$ cat src/rtl/memctrl_host_seq.sv
// Command sequencer that turns valid/ready read/write commands into MEMCTRL pin-level SRAM cycles.
// Optional built-in-self-test hand-off is compiled in when MEMCTRL_SEQ_BIST_EN is defined.
module memctrl_host_seq #(
  parameter int CE_HALF = 1,
  parameter int AW      = 16,
  parameter int DW      = 8
`ifdef MEMCTRL_SEQ_BIST_EN
  , parameter int BIST_LEN = 1024
`endif
) (
  input  logic          CLK,
  input  logic          RST,
  input  logic          cmd_valid,
  output logic          cmd_ready,
  input  logic          cmd_wr,
  input  logic [AW-1:0] cmd_addr,
  input  logic [DW-1:0] cmd_wdata,
  output logic          rsp_valid,
  input  logic          rsp_ready,
  output logic          rsp_wr,
  output logic [DW-1:0] rsp_rdata,
  output logic [15:0]   txn_cnt,
  output logic          CSB,
  output logic          WEB,
  output logic          OEB,
  output logic          CE,
  output logic [AW-1:0] ADDR,
  output logic [DW-1:0] IDATA,
  input  logic [DW-1:0] ODATA
`ifdef MEMCTRL_SEQ_BIST_EN
  , output logic        BIST_EN,
  output logic [2:0]    BIST_MODE,
  input  logic          BIST_PASS,
  input  logic          bist_req,
  input  logic [2:0]    bist_mode,
  output logic          bist_done,
  output logic          bist_result
`endif
);

  typedef enum logic [2:0] {
    IDLE, SETUP, CE1, CE1L, CE2, CE2L, RESP, BIST
  } state_t;

  state_t        state_q, state_d;
  logic [3:0]    ph_q, ph_d;
  logic          wr_q, wr_d;
  logic          csb_q, csb_d, web_q, web_d, oeb_q, oeb_d, ce_q, ce_d;
  logic [AW-1:0] addr_q, addr_d;
  logic [DW-1:0] idata_q, idata_d;
  logic          rsp_valid_q, rsp_valid_d;
  logic [DW-1:0] rdata_q, rdata_d;
  logic [15:0]   txn_q, txn_d;
  logic          ph_last;

`ifdef MEMCTRL_SEQ_BIST_EN
  localparam int BCW = (BIST_LEN > 1) ? $clog2(BIST_LEN) : 1;
  logic [BCW-1:0] bcnt_q, bcnt_d;
  logic [2:0]     bmode_q, bmode_d;
  logic           bist_en_q, bist_en_d, bdone_q, bdone_d, bres_q, bres_d;
`endif

  assign ph_last = (ph_q == 4'(CE_HALF - 1));

  // Next state, then pin levels derived from the state being entered so every output is a flop.
  always_comb begin
    state_d     = state_q;
    ph_d        = ph_q;
    wr_d        = wr_q;
    addr_d      = addr_q;
    idata_d     = idata_q;
    rdata_d     = rdata_q;
    txn_d       = txn_q;
    csb_d       = csb_q;
    web_d       = web_q;
    oeb_d       = oeb_q;
    ce_d        = ce_q;
`ifdef MEMCTRL_SEQ_BIST_EN
    bcnt_d      = bcnt_q;
    bmode_d     = bmode_q;
    bres_d      = bres_q;
    bdone_d     = 1'b0;
`endif
    case (state_q)
      IDLE: begin
`ifdef MEMCTRL_SEQ_BIST_EN
        if (bist_req) begin
          state_d = BIST;
          bmode_d = bist_mode;
          bcnt_d  = '0;
        end else
`endif
        if (cmd_valid) begin
          state_d = SETUP;
          wr_d    = cmd_wr;
          addr_d  = cmd_addr;
          idata_d = cmd_wr ? cmd_wdata : '0;
          rdata_d = '0;
        end
      end
      SETUP: begin
        state_d = CE1;
        ph_d    = '0;
      end
      CE1, CE1L, CE2, CE2L: begin
        if (ph_last) begin
          ph_d = '0;
          case (state_q)
            CE1:     state_d = CE1L;
            CE1L:    state_d = CE2;
            CE2:     state_d = CE2L;
            default: state_d = RESP;
          endcase
          // Last OEB-low cycle of a read: sample the SRAM output here.
          if (state_q == CE1L && !wr_q) rdata_d = ODATA;
        end else begin
          ph_d = ph_q + 4'd1;
        end
      end
      RESP: begin
        if (rsp_ready) begin
          state_d = IDLE;
          txn_d   = txn_q + 16'd1;
        end
      end
`ifdef MEMCTRL_SEQ_BIST_EN
      BIST: begin
        if (bcnt_q == BCW'(BIST_LEN - 1)) begin
          state_d = IDLE;
          bres_d  = BIST_PASS;
          bdone_d = 1'b1;
        end else begin
          bcnt_d = bcnt_q + 1'b1;
        end
      end
`endif
      default: state_d = IDLE;
    endcase

    case (state_d)
      SETUP: begin
        csb_d = 1'b0;
        web_d = ~wr_d;
        oeb_d = wr_d;
        ce_d  = 1'b0;
      end
      CE1: begin
        ce_d  = 1'b1;
        csb_d = 1'b0;
      end
      CE1L: begin
        ce_d  = 1'b0;
        csb_d = 1'b1;
        web_d = 1'b1;
      end
      CE2: begin
        ce_d  = 1'b1;
        oeb_d = 1'b1;
      end
      CE2L: ce_d = 1'b0;
      default: begin
        csb_d = 1'b1;
        web_d = 1'b1;
        oeb_d = 1'b1;
        ce_d  = 1'b0;
      end
    endcase

    rsp_valid_d = (state_d == RESP);
`ifdef MEMCTRL_SEQ_BIST_EN
    bist_en_d   = (state_d == BIST);
`endif
  end

  always_ff @(posedge CLK) begin
    if (RST) begin
      state_q     <= IDLE;
      ph_q        <= '0;
      wr_q        <= 1'b0;
      csb_q       <= 1'b1;
      web_q       <= 1'b1;
      oeb_q       <= 1'b1;
      ce_q        <= 1'b0;
      addr_q      <= '0;
      idata_q     <= '0;
      rsp_valid_q <= 1'b0;
      rdata_q     <= '0;
      txn_q       <= '0;
`ifdef MEMCTRL_SEQ_BIST_EN
      bcnt_q      <= '0;
      bmode_q     <= '0;
      bist_en_q   <= 1'b0;
      bdone_q     <= 1'b0;
      bres_q      <= 1'b0;
`endif
    end else begin
      state_q     <= state_d;
      ph_q        <= ph_d;
      wr_q        <= wr_d;
      csb_q       <= csb_d;
      web_q       <= web_d;
      oeb_q       <= oeb_d;
      ce_q        <= ce_d;
      addr_q      <= addr_d;
      idata_q     <= idata_d;
      rsp_valid_q <= rsp_valid_d;
      rdata_q     <= rdata_d;
      txn_q       <= txn_d;
`ifdef MEMCTRL_SEQ_BIST_EN
      bcnt_q      <= bcnt_d;
      bmode_q     <= bmode_d;
      bist_en_q   <= bist_en_d;
      bdone_q     <= bdone_d;
      bres_q      <= bres_d;
`endif
    end
  end

  assign cmd_ready = (state_q == IDLE) && !RST;
  assign rsp_valid = rsp_valid_q;
  assign rsp_wr    = wr_q;
  assign rsp_rdata = rdata_q;
  assign txn_cnt   = txn_q;
  assign CSB       = csb_q;
  assign WEB       = web_q;
  assign OEB       = oeb_q;
  assign CE        = ce_q;
  assign ADDR      = addr_q;
  assign IDATA     = idata_q;
`ifdef MEMCTRL_SEQ_BIST_EN
  assign BIST_EN     = bist_en_q;
  assign BIST_MODE   = bmode_q;
  assign bist_done   = bdone_q;
  assign bist_result = bres_q;
`endif

endmodule

$ cat config.mk
export PLATFORM = sky130hd
export DESIGN_NAME = memctrl_host_seq
export DESIGN_NICKNAME = d
export VERILOG_FILES = /design/src/rtl/memctrl_host_seq.sv
export SDC_FILE = /design/constraint.sdc
export NUM_CORES = 1
export LEC_CHECK = 0
export BUFFER_PORTS_ARGS = -buffer_cell sky130_fd_sc_hd__clkbuf_2
export CAP_MARGIN = 10
export CORE_UTILIZATION = 49
export DETAILED_ROUTE_END_ITERATION = 7
export MAX_ROUTING_LAYER = met4
export PLACE_DENSITY_LB_ADDON = 0.08
export REMOVE_ABC_BUFFERS = 1
export SETUP_SLACK_MARGIN = 0.2
export SLEW_MARGIN = 20
export SYNTH_ARGS = -nofsm -noshare
export SYNTH_HDL_FRONTEND = slang
export SYNTH_SLANG_ARGS = --single-unit
export TNS_END_PERCENT = 1
$ cat constraint.sdc
create_clock -name CLK -period 3.22 [get_ports CLK]
set_input_delay 0.161 -clock CLK [delete_from_list [all_inputs] [get_ports CLK]]
set_output_delay 0.161 -clock CLK [all_outputs]
set_load 0.05 [all_outputs]
After elaboration in Yosys (flattened, before gate mapping)
Index checks and enable logic that the tools add are counted.
- logic and storage cells: 65
- output and inout port bits: 55
- register bits after elaboration: 61
- bits of input ports: 37
- equal/unequal tests: 15
- $add $sub $neg: 2
- reductions and logical operators: 17
- bitwise operators: 1
- mux-type cells: 18
- operators by type and width (operator ; number):
    $mux W8 ; 4
    $eq A3 B3 Y1 const B ; 6
    $add A16 B1 Y16 const B ; 1
    $pmux W8 S2 ; 1
    $eq A3 B2 Y1 const B ; 4
    $pmux W3 S4 ; 1
    $mux W3 ; 3
    $pmux W3 S3 ; 1
    $pmux W4 S2 ; 1
    $eq A3 B1 Y1 const B ; 2
    $ne A2 B2 Y1 const B ; 3
    $pmux W1 S2 ; 3
    $reduce_or A2 Y1 ; 3
    $reduce_or A3 Y1 ; 2
    $add A4 B1 Y4 const B ; 1
    $logic_not A4 Y1 ; 1
    $mux W4 ; 1
    $reduce_and A2 Y1 ; 2
    $reduce_and A4 Y1 ; 1
    $reduce_bool A2 Y1 ; 2
    $reduce_or A4 Y1 ; 1
    $logic_not A3 Y1 ; 1
    $mux W1 ; 3
    $logic_and A1 B1 Y1 ; 2
    other kinds (2) ; 3

Depth between registers and ports, before layout
Gate-level depths: netlist (run 1).
- depth in word-level cells: 7
- depth in mapped cells: 9
- mapped depth without buffers: 7

Worst setup path before layout (run 1)
No wires, ideal clock.
- kind: reg2reg
- start: register state_q[2]
- end: register web_q, in the netlist WEB
- data required time: 3.105 ns
- stages on the path, launching flop included: 9
- library setup time: 0.115 ns
- path buffers: 1
- period minus slack after synthesis: 2.430 ns
- data arrival time: 2.315 ns
- setup slack: 0.790 ns
- cells stage by stage: dfxtp_1 -> buf_2 -> inv_1 -> ha_1 -> and4bb_2 -> a221oi_2 -> nand2_1 -> or4_1 -> a31o_1
- longest elaborated chain between the ends: 7
- elaborated cells between the ends (all ways): 21
- classes of those cells: eq/ne (10); mux (7); bitwise (1); reduce/logical (3)
- ends and longest elaborated chain (item ; line ; RTL):
    start, declared ; 45 ; state_t state_q, state_d;
    start signal, assigned ; 197 ; state_q <= state_d;
    $eq A3 B3 Y1 or $eq A3 B2 Y1 (tied branches) ; 84, 108 ;
    $pmux W3 S3 ; 108 ; case (state_q)
    $mux W3 ; 106 ; if (ph_last) begin
    $pmux W3 S4 ; 84 ; case (state_q)
    $eq A3 B3 Y1 or $eq A3 B2 Y1 (tied branches) ; 140 ; case (state_d)
    $reduce_or A3 Y1 (no line) ; - ;
    $pmux W1 S2 ; 140 ;
    end signal, assigned ; 201 ; web_q <= web_d;
    end, declared ; 48 ; logic csb_q, csb_d, web_q, web_d, oeb_q, oeb_d, ce_q, ce_d;
Several ways; a longest one is shown, not always the timed one.
A chain may end at the register's enable or synchronous reset.

Final worst setup path (run 1)
Ends and elaborated chain as after synthesis.

==> summary.txt, run 1 <==
Floorplan
  • X dimension of the die: 75.0 um
  • Initial core utilization: 0.511
  • Vert. Die Dim: between 70 and 80 um
  • Core Rows: 26
  • Total Die Area: about 5600 um^2
  • Number of I/O pins: 92
  • Area of the core: 5110 um^2

Global routing
  • Via count of the first global-routing pass: 2,066
  • Global-route wire length before repair: 8.89 mm
  • Global route total overflow: 0
  • Initial antenna violation count: 0
  • Overall global routing resource usage: 0.216
  • Maximum number of pins on one net before global-route repair: 61

Power and ir drop
  • Maximum resistive drop on vdd: between 0.5 and 0.6 mV
  • Pwr per Cell Area: a little over 800 nW/um^2
  • Leak: approximately 1.5 nW

Critical path
  • Destination of the worst register-to-register timing path: WEB
  • Delay of the slowest cell on the worst path: between 0.5 and 0.6 ns
  • R2R Path Start: state_q[2]
  • Family with the most delay on the worst path: simple AND/OR/NAND/NOR gates
  • Largest fanout on the critical path: 10
  • Worst path cell trace: inv_1 -> ha_1 -> and4bb_2 -> a221oi_2 -> nand2_1 -> or4_1 -> a31o_1
  • Crit path buf inv count: 1
  • Element type at the critical path end: flip-flop
  • Minimum setup slack among reg-to-reg paths: approximately 0.49 ns
  • Required time of the worst setup path: between 3 and 4 ns
  • Critical path launch point: state_q[2]
  • Arrival time of data at the critical path endpoint: 2.94 ns
  • CP Launch Type: flip-flop
  • Number of cells on the worst reg-to-reg path: 7
  • Critical Path Slowest Stage Cell: a221oi_2
  • Category of the critical setup timing path: reg -> reg

Status
  • Result of the run: finished clean

Synth
  • Ranking of synthesized cells by area: dfxtp_1, nand2_1, a21oi_1, nor2_1, mux2i_1
  • Commonest cells in the netlist: dfxtp_1, nand2_1, a21oi_1, nor2_1, nand3_1
  • Count of flip-flops with a built-in enable after synthesis: 0
  • Mean cell area of the mapped netlist: approximately 8.6 um^2
  • Share of async-settable or async-resettable flops after synthesis: 0
  • Distinct cells, synth: 47
  • Post-synthesis cell type with the largest combined area: dfxtp_1
  • Share of the synthesized area in the top cell type: 0.468
  • Commonest register cell after synthesis: dfxtp_1
  • Synth Register Bits: 61
  • Yosys warns: 0
  • Post-synth design cell area: roughly 2600 um^2
  • Leading cell type by number of instances after synthesis: dfxtp_1
  • Portion of the post-synthesis area used by sequential elements: 0.468
  • Post-Synthesis Cells: a little over 300

STA
  • Fmax: between 0.3 and 0.4 GHz
  • Clock Skew: around 0.0042 ns
  • Total Negative Setup Slacks: 0 ns
  • Period utilisation layout: 0.847
  • Final Hold Viols: 0
  • Worst slew margin relative to its limit: 0.380
  • Final number of max-transition violations: 0
  • RSZ-0062 raised after global routing: no
  • Transition time at the pin with the least slew margin: 0.928 ns
  • Finish-stage setup viols: 0
  • Fin Hold WS: about 0.053 ns
  • Post-route minimum period: about 2.7 ns

Route
  • Total detailed-routing wirelength: 5.66 mm
  • Number of routed nets with antenna violations: 0
  • Post-route DRC violation count: 0
  • Number of violations reported at the end of detailed-routing iteration 0: approximately 140
  • Number of optimization iterations in the first detailed-route pass: 4
  • WL/cell: 12.1 um
  • Number of vias after detailed routing: ~2.4k
  • Via-to-Cell Ratio: slightly above 5

Clock tree
  • Total number of H-tree levels: 3
  • Number of cells upsized or downsized after cts: 0
  • Count of hold buffers inserted by post-cts repair: 0
  • Number of post-CTS setup repair buffers: 0
  • CTS root buffer: clkbuf_8
  • Clock Path Buffers: 2
  • Clock transition at path regs: roughly 0.060 ns
  • Total clock buffers created by CTS: 9
  • Later-pin clock latency in the skew report: 0.32 ns
  • Clock tree from TritonCTS: built
  • Total clock sinks: 61

Layout
  • Area delta synth->final: 26.2%
  • # nets final: ~430
  • Share of post-route cells with drive strength above 1: 0.283
  • Number of antenna diodes: 0
  • Core occupancy in the finished layout: 0.645

Worst hold path
  • Type of the most critical hold path: in -> reg
  • Hold path startpoint: cmd_addr[12]
  • Hold Path Cell Cnt: 3
  • Hold endpoint: ADDR[12]

Placed design
  • Placer congestion estimate: approximately 0.78
  • PortBufs: slightly above 90
  • Final HPWL DP: about 3.9 mm

Run
  • Max-cap violations: 0
[cells in the final DEF (no fill, tap or decap), types with 3 or more instances in the layout]
cell / synthesis / final
clkbuf_2: 0 / 91
dfxtp_1: 61 / 61
nand2_1: 50 / 50
a21oi_1: 31 / 31
nor2_1: 28 / 28
nand3_1: 16 / 16
clkbuf_8: 0 / 13
mux2i_1: 10 / 10
xor2_1: 9 / 9
and2_1: 8 / 8
o21ai_0: 6 / 6
inv_1: 5 / 5
nand4_1: 5 / 5
and3_1: 5 / 5
xnor2_1: 5 / 5
nand2b_1: 4 / 4
ha_1: 4 / 4
buf_4: 0 / 4
nor4_1: 3 / 3
nor2b_1: 3 / 3
[kinds of logic after synthesis]
kind of cell,count (synthesis),share of synthesized area
AND/OR/NAND/NOR,139,0.269
flip-flops,61,0.468
AO/OA/AOI/OAI,54,0.124
buffers and inverters,23,0.0350
XOR/XNOR,14,0.0470
multiplexers,10,0.0384
adder cells (fa/ha/maj),4,0.0192
[per-layer routing]
metal | vias up | wire length (um) | GRT usage
li1 | 1229 | - | -
met1 | 1080 | 2460 | 0.238
met2 | 67 | 2760 | 0.366
met3 | 13 | 320 | 0.0415
met4 | 0 | 119 | 0.122
met5 | - | 0 | -
[power by group]
part / internal (mW) / total, mW / switching (mW) / leakage [nW]
Combinational: 0.359 / 1.17 / 0.807 / 0.876
Sequential: 0.860 / 0.940 / 0.0803 / 0.496
Clock: 0.354 / 0.620 / 0.266 / 0.0974
[registers in the layout, indices dropped and copies added (netlist names)]
register / count
ADDR: 16
txn_cnt: 16
IDATA: 8
rsp_rdata: 8
ph_q: 4
state_q: 3
CE: 1
CSB: 1
OEB: 1
WEB: 1
rsp_valid: 1
rsp_wr: 1
[worst max-delay path by stage]
| stage | cells after the start | slack [ns] | to |
|---|---|---|---|
| 2_1_floorplan | 7 | 0.53 | WEB |
| 3_3_place_gp | 7 | 0.60 | WEB |
| 3_5_place_dp | 7 | 0.50 | WEB |
| 4_1_cts | 7 | 0.49 | WEB |
| 5_1_grt | 7 | 0.28 | WEB |
| 6_report | 7 | 0.49 | WEB |
[tightest hold or removal path, cell delays in order]
cell and delay [ns]:
clkbuf_2 0.08, nand2_1 0.04, a21oi_1 0.05
[stage by stage]
step | setup WS [ns] | std cells | power (mW) | area (um^2)
5_1_grt | 0.284 | 466 | 2.90 | 3290
3_3_place_gp | 0.600 | 452 | 2.11 | 3110
2_1_floorplan | 0.533 | 287 | 1.83 | 2540
6_report | 0.493 | 466 | 2.73 | 3290
4_1_cts | 0.494 | 466 | 2.75 | 3290
3_5_place_dp | 0.502 | 452 | 2.13 | 3110
[layout make-up]
class,count,area (um^2)
well taps,70,87.6
repair buffers,95,485
flip-flops and latches,61,1220
clock inverters,1,5.00
inverters,5,18.8
multi-input cells,221,1300
fillers,480,1810
clock buffers,13,179
Power figures use the tool's default switching activity.
==> run 2: changes to the inputs <==
--- a/config.mk
+++ b/config.mk
@@ -5,6 +5,7 @@
 export SDC_FILE = /design/constraint.sdc
 export NUM_CORES = 1
 export LEC_CHECK = 0
+export ABC_AREA = 1
 export BUFFER_PORTS_ARGS = -buffer_cell sky130_fd_sc_hd__clkbuf_2
 export CAP_MARGIN = 10
 export CORE_UTILIZATION = 49
==> constraint.sdc (replaced) <==
create_clock -name CLK -period 2.7 [get_ports CLK]
set_input_delay 0.135 -clock CLK [delete_from_list [all_inputs] [get_ports CLK]]
set_output_delay 0.135 -clock CLK [all_outputs]
set_load 0.05 [all_outputs]
==> summary.txt, run 2 <==
Route
  • Number of routed nets with antenna violations: 0 (unchanged)
  • WL/cell: 11.8 um (-2.8%)
  • Post-route DRC violation count: 0 (unchanged)
  • Number of optimization iterations in the first detailed-route pass: 4 (unchanged)
  • Number of violations reported at the end of detailed-routing iteration 0: 113 (-20%)
  • Total detailed-routing wirelength: 6.08 mm (+7.4%)
  • Number of vias after detailed routing: 2,581 (+8.0%)
  • Via-to-Cell Ratio: 5.01 (-2.2%)

Placed design
  • PortBufs: 91 (unchanged)
  • Placer congestion estimate: 0.841 (+8.0%)
  • Placed Area: 3130 um^2 (+0.60%)
  • Total instance count after detailed placement: 500 (+11%)
  • Final HPWL DP: 4.28 mm (+10%)
  • Worst setup timing slack at the placement stage: 0.403 ns (-0.0994 ns)

Clock tree
  • Total number of H-tree levels: 3 (unchanged)
  • Total clock sinks: 61 (unchanged)
  • Total clock buffers created by CTS: 9 (unchanged)
  • CTS root buffer: clkbuf_8
  • Clock transition at path regs: 0.07 ns (about the same)
  • Clock tree from TritonCTS: built
  • Count of hold buffers inserted by post-cts repair: 0 (unchanged)
  • Later-pin clock latency in the skew report: 0.34 ns (+0.02 ns)
  • Clock Path Buffers: 2 (unchanged)

STA
  • Period utilisation layout: 0.799 (-0.0475)
  • Clock Skew: 0.00886 ns (+0.00462 ns)
  • Fin Hold WS: 0.0173 ns (-0.0358 ns)
  • Post-route minimum period: 2.16 ns (-0.569 ns)
  • Total Negative Setup Slacks: 0 ns (unchanged)
  • Final number of max-transition violations: 0 (unchanged)
  • RSZ-0062 raised after global routing: no
  • Finish-stage setup viols: 0 (unchanged)
  • Fin worst setup slack: 0.542 ns (+0.0486 ns)
  • Worst slew margin relative to its limit: 0.608 (+0.228)
  • Transition time at the pin with the least slew margin: 0.588 ns (-0.339 ns)
  • Fmax: 0.463 GHz (+26%)
  • Final Hold Viols: 0 (unchanged)

Floorplan
  • Total Die Area: 5650 um^2 (+0.51%)
  • Vert. Die Dim: 75.2 um (+0.25%)
  • Number of I/O pins: 92 (unchanged)
  • Area of the core: 5140 um^2 (+0.64%)
  • Initial core utilization: 0.510 (-0.000557)
  • X dimension of the die: 75.2 um (+0.25%)
  • Core Rows: 26 (unchanged)

Layout
  • Area delta synth->final: 26.9%
  • Non-filler cells, final: 515 (+11%)
  • Number of filler cells placed in the layout: 466 (-2.9%)
  • Core occupancy in the finished layout: 0.648 (+0.00298)
  • Final instance area: 3330 um^2 (+1.1%)
  • Most common cell after layout, fill and taps aside: clkbuf_2
  • Commonest cells after routing, fill and taps aside: clkbuf_2, nand2_1, dfxtp_1, a21oi_1, nand3_1
  • # nets final: 482 (+11%)
  • Number of antenna diodes: 0 (unchanged)
  • Share of post-route cells with drive strength above 1: 0.283 (+0.000318)

Global routing
  • Global route total overflow: 0 (unchanged)
  • Met3 Track Usage GR: 0.0469 (+0.00535)
  • Via count of the first global-routing pass: 2,130 (+3.1%)
  • Initial antenna violation count: 0 (unchanged)
  • Overall global routing resource usage: 0.224 (+0.00788)
  • Peak-usage layer in the global routing report: met2
  • Met2 track demand over resource: 0.352 (-0.0140)
  • Maximum number of pins on one net before global-route repair: 28 (-54%)
  • Global-route wire length before repair: 9.31 mm (+4.7%)
  • Met1 usage: 0.279 (+0.0408)

Power and ir drop
  • Leak: 1.53 nW (+4.2%)
  • Total design power: 3.39 mW (+24%)
  • Pwr per Cell Area: 1020 nW/um^2 (+23%)
  • Maximum resistive drop on vdd: 0.486 mV (-6.8%)

Synth
  • Synth Register Bits: 61 (unchanged)
  • Yosys warns: 0 (unchanged)
  • Share of async-settable or async-resettable flops after synthesis: 0 (unchanged)
  • Post-synthesis cell type with the largest combined area: dfxtp_1
  • Commonest cells in the netlist: nand2_1, dfxtp_1, a21oi_1, nand3_1, inv_1
  • Ranking of synthesized cells by area: dfxtp_1, nand2_1, a21oi_1, nand3_1, inv_1
  • Mean cell area of the mapped netlist: 7.50 um^2 (-12%)
  • Leading cell type by number of instances after synthesis: nand2_1
  • Post-synth design cell area: 2620 um^2 (+0.53%)
  • Portion of the post-synthesis area used by sequential elements: 0.465 (-0.00245)
  • Share of the synthesized area in the top cell type: 0.465 (-0.00245)
  • Distinct cells, synth: 32 (-32%)
  • Post-Synthesis Cells: 350 (+15%)
  • Count of flip-flops with a built-in enable after synthesis: 0 (unchanged)
  • Commonest register cell after synthesis: dfxtp_1

Run
  • Max-cap violations: 0 (unchanged)

Critical path
  • Largest fanout on the critical path: 20 (+10)
  • CP Capture Point: WEB
  • R2R Path Start: state_q[1]
  • Element type at the critical path end: flip-flop
  • Delay of the slowest cell on the worst path: 0.56 ns (+0.04 ns)
  • Arrival time of data at the critical path endpoint: 2.37 ns (-0.57 ns)
  • Worst path cell trace: inv_1 -> ha_2 -> nand3_1 -> inv_1 -> nand2_1 -> nand3_1 -> nand4_1 -> nand3_1 -> nand3_1
  • Critical Path Slowest Stage Cell: ha_2
  • Required time of the worst setup path: 2.91 ns (-0.53 ns)
  • Critical path launch point: state_q[1]
  • CP Launch Type: flip-flop
  • Minimum setup slack among reg-to-reg paths: 0.54 ns (+0.05 ns)
  • Most Frequent Cell on Critical Path: nand3_1
  • Destination of the worst register-to-register timing path: WEB
  • Number of cells on the worst reg-to-reg path: 9 (+2)
  • Category of the critical setup timing path: reg -> reg

Status
  • Result of the run: finished clean

Worst hold path
  • Type of the most critical hold path: in -> reg
[run 2: cell types whose count changed in the layout (fill, tap and decap cells not counted), sizes merged, moves of 4 or more]
cell    delta
and2       -8
inv       +23
a21oi     +20
nand2b     -4
nor3       +4
xor2       -6
nand2     +40
nand3     +23
and3       -4
mux2i     -10
[run 2: logic make-up (layout without fill, tap and decap cells)]
family / Yosys count / count (layout) / share of synthesized area
simple gates: 169 / 169 / 0.297
compound gates: 69 / 69 / 0.139
flops: 61 / 61 / 0.465
buf+inv: 42 / 137 / 0.0629
xor+xnor: 5 / 5 / 0.0167
fa+ha+maj: 4 / 4 / 0.0191
[run 2: worst min path at each step]
stage	start	endpoint	cells after the start
final	cmd_addr[14]	ADDR[14]	3
after global routing	cmd_addr[12]	ADDR[12]	3
after CTS	cmd_addr[14]	ADDR[14]	3
after detailed placement	cmd_addr[12]	ADDR[12]	3
after global placement	cmd_addr[13]	ADDR[13]	3
after floorplan	RST	ADDR[0]	1
[run 2: layout make-up]
type / instances / area [um^2] / share of cell area
flip-flops and latches: 61 / 1220 / 0.367
clock inverters: 4 / 47.5 / 0.0143
inverters: 28 / 105 / 0.0316
clock buffers: 11 / 151 / 0.0455
multi-input cells: 247 / 1240 / 0.372
repair buffers: 94 / 478 / 0.144
well taps: 70 / 87.6 / 0.0263
[run 2: worst max-delay path: cells and delay by family (launching register included)]
kind | cells | cell delay [ns]
simple gates | 6 | 0.78
buf+inv | 2 | 0.16
fa+ha+maj | 1 | 0.56
flops | 1 | 0.54
[run 2: power breakdown]
group / internal (mW) / switching, mW
Clock: 0.468 / 0.349
Sequential: 1.03 / 0.0872
Combinational: 0.372 / 1.09
Total: 1.87 / 1.53
[run 2: layer usage]
| metal | share of wire | wire length (um) |
|---|---|---|
| met3 | 0.054 | 330 |
| met1 | 0.47 | 2850 |
| met5 | 0 | 0 |
| met4 | 0.016 | 95 |
| met2 | 0.46 | 2810 |
[run 2: timing repair]
item | in CTS | in global routing
setup buffers | 0 | 0
setup endpoints to repair | 0 | 1
hold endpoints to repair | 0 | 0
resized for setup | 0 | 1
==> run 3: changes to the inputs <==
--- a/config.mk
+++ b/config.mk
@@ -5,7 +5,7 @@
 export SDC_FILE = /design/constraint.sdc
 export NUM_CORES = 1
 export LEC_CHECK = 0
-export ABC_AREA = 1
+export ABC_AREA = 0
 export BUFFER_PORTS_ARGS = -buffer_cell sky130_fd_sc_hd__clkbuf_2
 export CAP_MARGIN = 10
 export CORE_UTILIZATION = 49
==> constraint.sdc (replaced) <==
create_clock -name CLK -period 2 [get_ports CLK]
set_input_delay 0.1 -clock CLK [delete_from_list [all_inputs] [get_ports CLK]]
set_output_delay 0.1 -clock CLK [all_outputs]
set_load 0.05 [all_outputs]
==> summary.txt, run 3 (synthesis gave the netlist of run 1 again) <==
Status
  • Result of the run: complete, but fails checks
  • Violations in the final reports: negative setup slack

Global routing
  • Global route total overflow: 0 (unchanged)
  • Met1 usage: 0.259 (-0.0202)
  • Peak-usage layer in the global routing report: met2
  • Maximum number of pins on one net before global-route repair: 43 (+54%)
  • Overall global routing resource usage: 0.235 (+0.0111)
  • Initial antenna violation count: 0 (unchanged)
  • Via count of the first global-routing pass: 2,282 (+7.1%)
  • Global-route wire length before repair: 9.76 mm (+4.9%)
  • Met2 track demand over resource: 0.406 (+0.0541)
  • Met3 Track Usage GR: 0.0509 (+0.00402)

Worst hold path
  • Type of the most critical hold path: in -> reg
  • Hold path startpoint: cmd_wdata[7]

Critical path
  • Family with the most delay on the worst path: simple AND/OR/NAND/NOR gates
  • Crit path buf inv count: 1 (-1)
  • Destination of the worst register-to-register timing path: WEB
  • R2R Path Start: state_q[2]
  • Delay of the slowest cell on the worst path: 0.51 ns (-0.05 ns)
  • Critical Path Slowest Stage Cell: or4_4
  • Minimum setup slack among reg-to-reg paths: -0.006 ns (-0.55 ns)
  • CP Capture Point: WEB
  • CP Launch Type: flip-flop
  • Critical path launch point: state_q[2]
  • Element type at the critical path end: flip-flop
  • Category of the critical setup timing path: reg -> reg
  • Total stage count of the critical path: 7 (-2)
  • Worst path cell trace: inv_2 -> ha_4 -> and4bb_4 -> nand4_1 -> and3_4 -> or4_4 -> a31o_1
  • Largest fanout on the critical path: 5 (-75%)
  • Number of cells on the worst reg-to-reg path: 7 (-2)
  • Arrival time of data at the critical path endpoint: 2.22 ns (-0.15 ns)
  • Required time of the worst setup path: 2.22 ns (-0.69 ns)

Layout
  • # nets final: 467 (-3.1%)
  • Most common cell after layout, fill and taps aside: clkbuf_2
  • Final instance area: 3670 um^2 (+10%)
  • Share of post-route cells with drive strength above 1: 0.339 (+0.0556)
  • Area delta synth->final: 40.5%
  • Number of antenna diodes: 0 (unchanged)
  • Commonest cells after routing, fill and taps aside: clkbuf_2, dfxtp_1, nand2_1, a21oi_1, nor2_1

STA
  • Final number of max-transition violations: 0 (unchanged)
  • Clock Skew: 0.00647 ns (-0.00240 ns)
  • Post-route minimum period: 2.01 ns (-0.153 ns)
  • RSZ-0062 raised after global routing: yes
  • Fin worst setup slack: -0.00568 ns (-0.547 ns)
  • Finish-stage setup viols: 1 (+1)
  • Worst slew margin relative to its limit: 0.702 (+0.0938)
  • Period utilisation layout: 1.00 (+0.204)
  • Fmax: 0.499 GHz (+7.6%)
  • Fin Hold WS: 0.0256 ns (+0.00825 ns)
  • Transition time at the pin with the least slew margin: 0.448 ns (-0.141 ns)
  • Final Hold Viols: 0 (unchanged)

Route
  • Via-to-Cell Ratio: 5.09 (+1.5%)
  • Number of vias after detailed routing: 2,549 (-1.2%)
  • Number of violations reported at the end of detailed-routing iteration 0: 172 (+52%)
  • Number of optimization iterations in the first detailed-route pass: 4 (unchanged)
  • Total detailed-routing wirelength: 6.36 mm (+4.6%)
  • WL/cell: 12.7 um (+7.5%)
  • Number of routed nets with antenna violations: 0 (unchanged)
  • Post-route DRC violation count: 0 (unchanged)

Floorplan
  • Total Die Area: 5620 um^2 (-0.50%)
  • Area of the core: 5110 um^2 (-0.63%)
  • Core Rows: 26 (unchanged)
  • Number of I/O pins: 92 (unchanged)
  • X dimension of the die: 75.0 um (-0.25%)
  • Initial core utilization: 0.511 (+0.000557)
  • Vert. Die Dim: 75.0 um (-0.25%)

Power and ir drop
  • Maximum resistive drop on vdd: 0.766 mV (+57%)
  • Pwr per Cell Area: 1320 nW/um^2 (+30%)
  • Leak: 1.63 nW (+6.6%)

Placed design
  • PortBufs: 91 (unchanged)
  • Placed Area: 3240 um^2 (+3.6%)
  • Placer congestion estimate: 0.820 (-2.5%)
  • Worst setup timing slack at the placement stage: -0.121 ns (-0.524 ns)
  • Final HPWL DP: 4.32 mm (+0.92%)

Clock tree
  • Total clock sinks: 61 (unchanged)
  • Clock Path Buffers: 2 (unchanged)
  • Clock transition at path regs: 0.07 ns (about the same)
  • Total clock buffers created by CTS: 9 (unchanged)
  • Total number of H-tree levels: 3 (unchanged)
  • Later-pin clock latency in the skew report: 0.33 ns (about the same)
  • Clock tree from TritonCTS: built
  • CTS root buffer: clkbuf_8

Run
  • Max-cap violations: 0 (unchanged)
-- run 3: cell count changes in the layout (fill, tap and decap cells not counted), sizes merged, moves of 10 or more --
cell,previous run,this run
a21oi,51,31
buf,3,21
dlygate4sd3,0,16
inv,28,5
mux2i,0,10
nand2,90,50
nand3,39,16
-- run 3: layout make-up --
class                           instances  area, um^2
Clock buffer                           11         141
Multi-Input combinational cell        221        1350
Tap cell                               70        87.6
Timing Repair Buffer                  128         790
Clock inverter                          5        50.0
Sequential cell                        61        1220
Fill cell                             431        1440
Inverter                                5        18.8
-- run 3: worst reg2reg max path, cell delays in order (launching register included) --
cell      delay (ns)
dfxtp_2         0.34
inv_2           0.05
ha_4            0.26
and4bb_4        0.28
nand4_1         0.10
and3_4          0.19
or4_4           0.51
a31o_1          0.19
-- run 3: layer usage --
layer / vias up / share of wire / routed length [um]
met5: - / 0 / 0
met4: 0 / 0.014 / 87
met3: 8 / 0.050 / 315
met2: 66 / 0.50 / 3210
met1: 1180 / 0.43 / 2750
li1: 1295 / - / -
-- run 3: metrics by stage --
step / cells / util / setup TNS, ns / total power [mW]
6_report: 501 / 0.718 / -0.00568 / 4.84
2_1_floorplan: 287 / - / -5.18 / 2.95
5_1_grt: 501 / 0.718 / -0.0675 / 5.12
3_3_place_gp: 468 / 0.635 / -0.0248 / 3.58
4_1_cts: 500 / 0.712 / -0.0118 / 4.80
3_5_place_dp: 468 / 0.635 / -0.124 / 3.62
-- run 3: worst min-delay path by stage --
stage / to / slack (ns) / cells past startpoint
5_1_grt: IDATA[2] / 0.03 / 3
3_3_place_gp: ADDR[0] / 0.32 / 3
4_1_cts: IDATA[1] / 0.01 / 3
2_1_floorplan: ADDR[0] / 0.17 / 1
3_5_place_dp: ADDR[12] / 0.33 / 3
6_report: IDATA[7] / 0.03 / 3
-- run 3: report_power, final --
part | internal [mW] | total [mW] | switching, mW
Clock | 0.601 | 1.05 | 0.453
Combinational | 0.836 | 2.30 | 1.46
Sequential | 1.39 | 1.48 | 0.0962
Total | 2.82 | 4.84 | 2.01
-- run 3: what timing repair did --
item | 4_1_cts | 5_1_grt
setup endpoints to repair | 12 | 12
pin swaps | 8 | 6
buffers inserted | 0 | 1
gates cloned | 0 | 0
hold buffers | 16 | 0
gates resized for setup | 12 | 8
hold endpoints to repair | 16 | 0
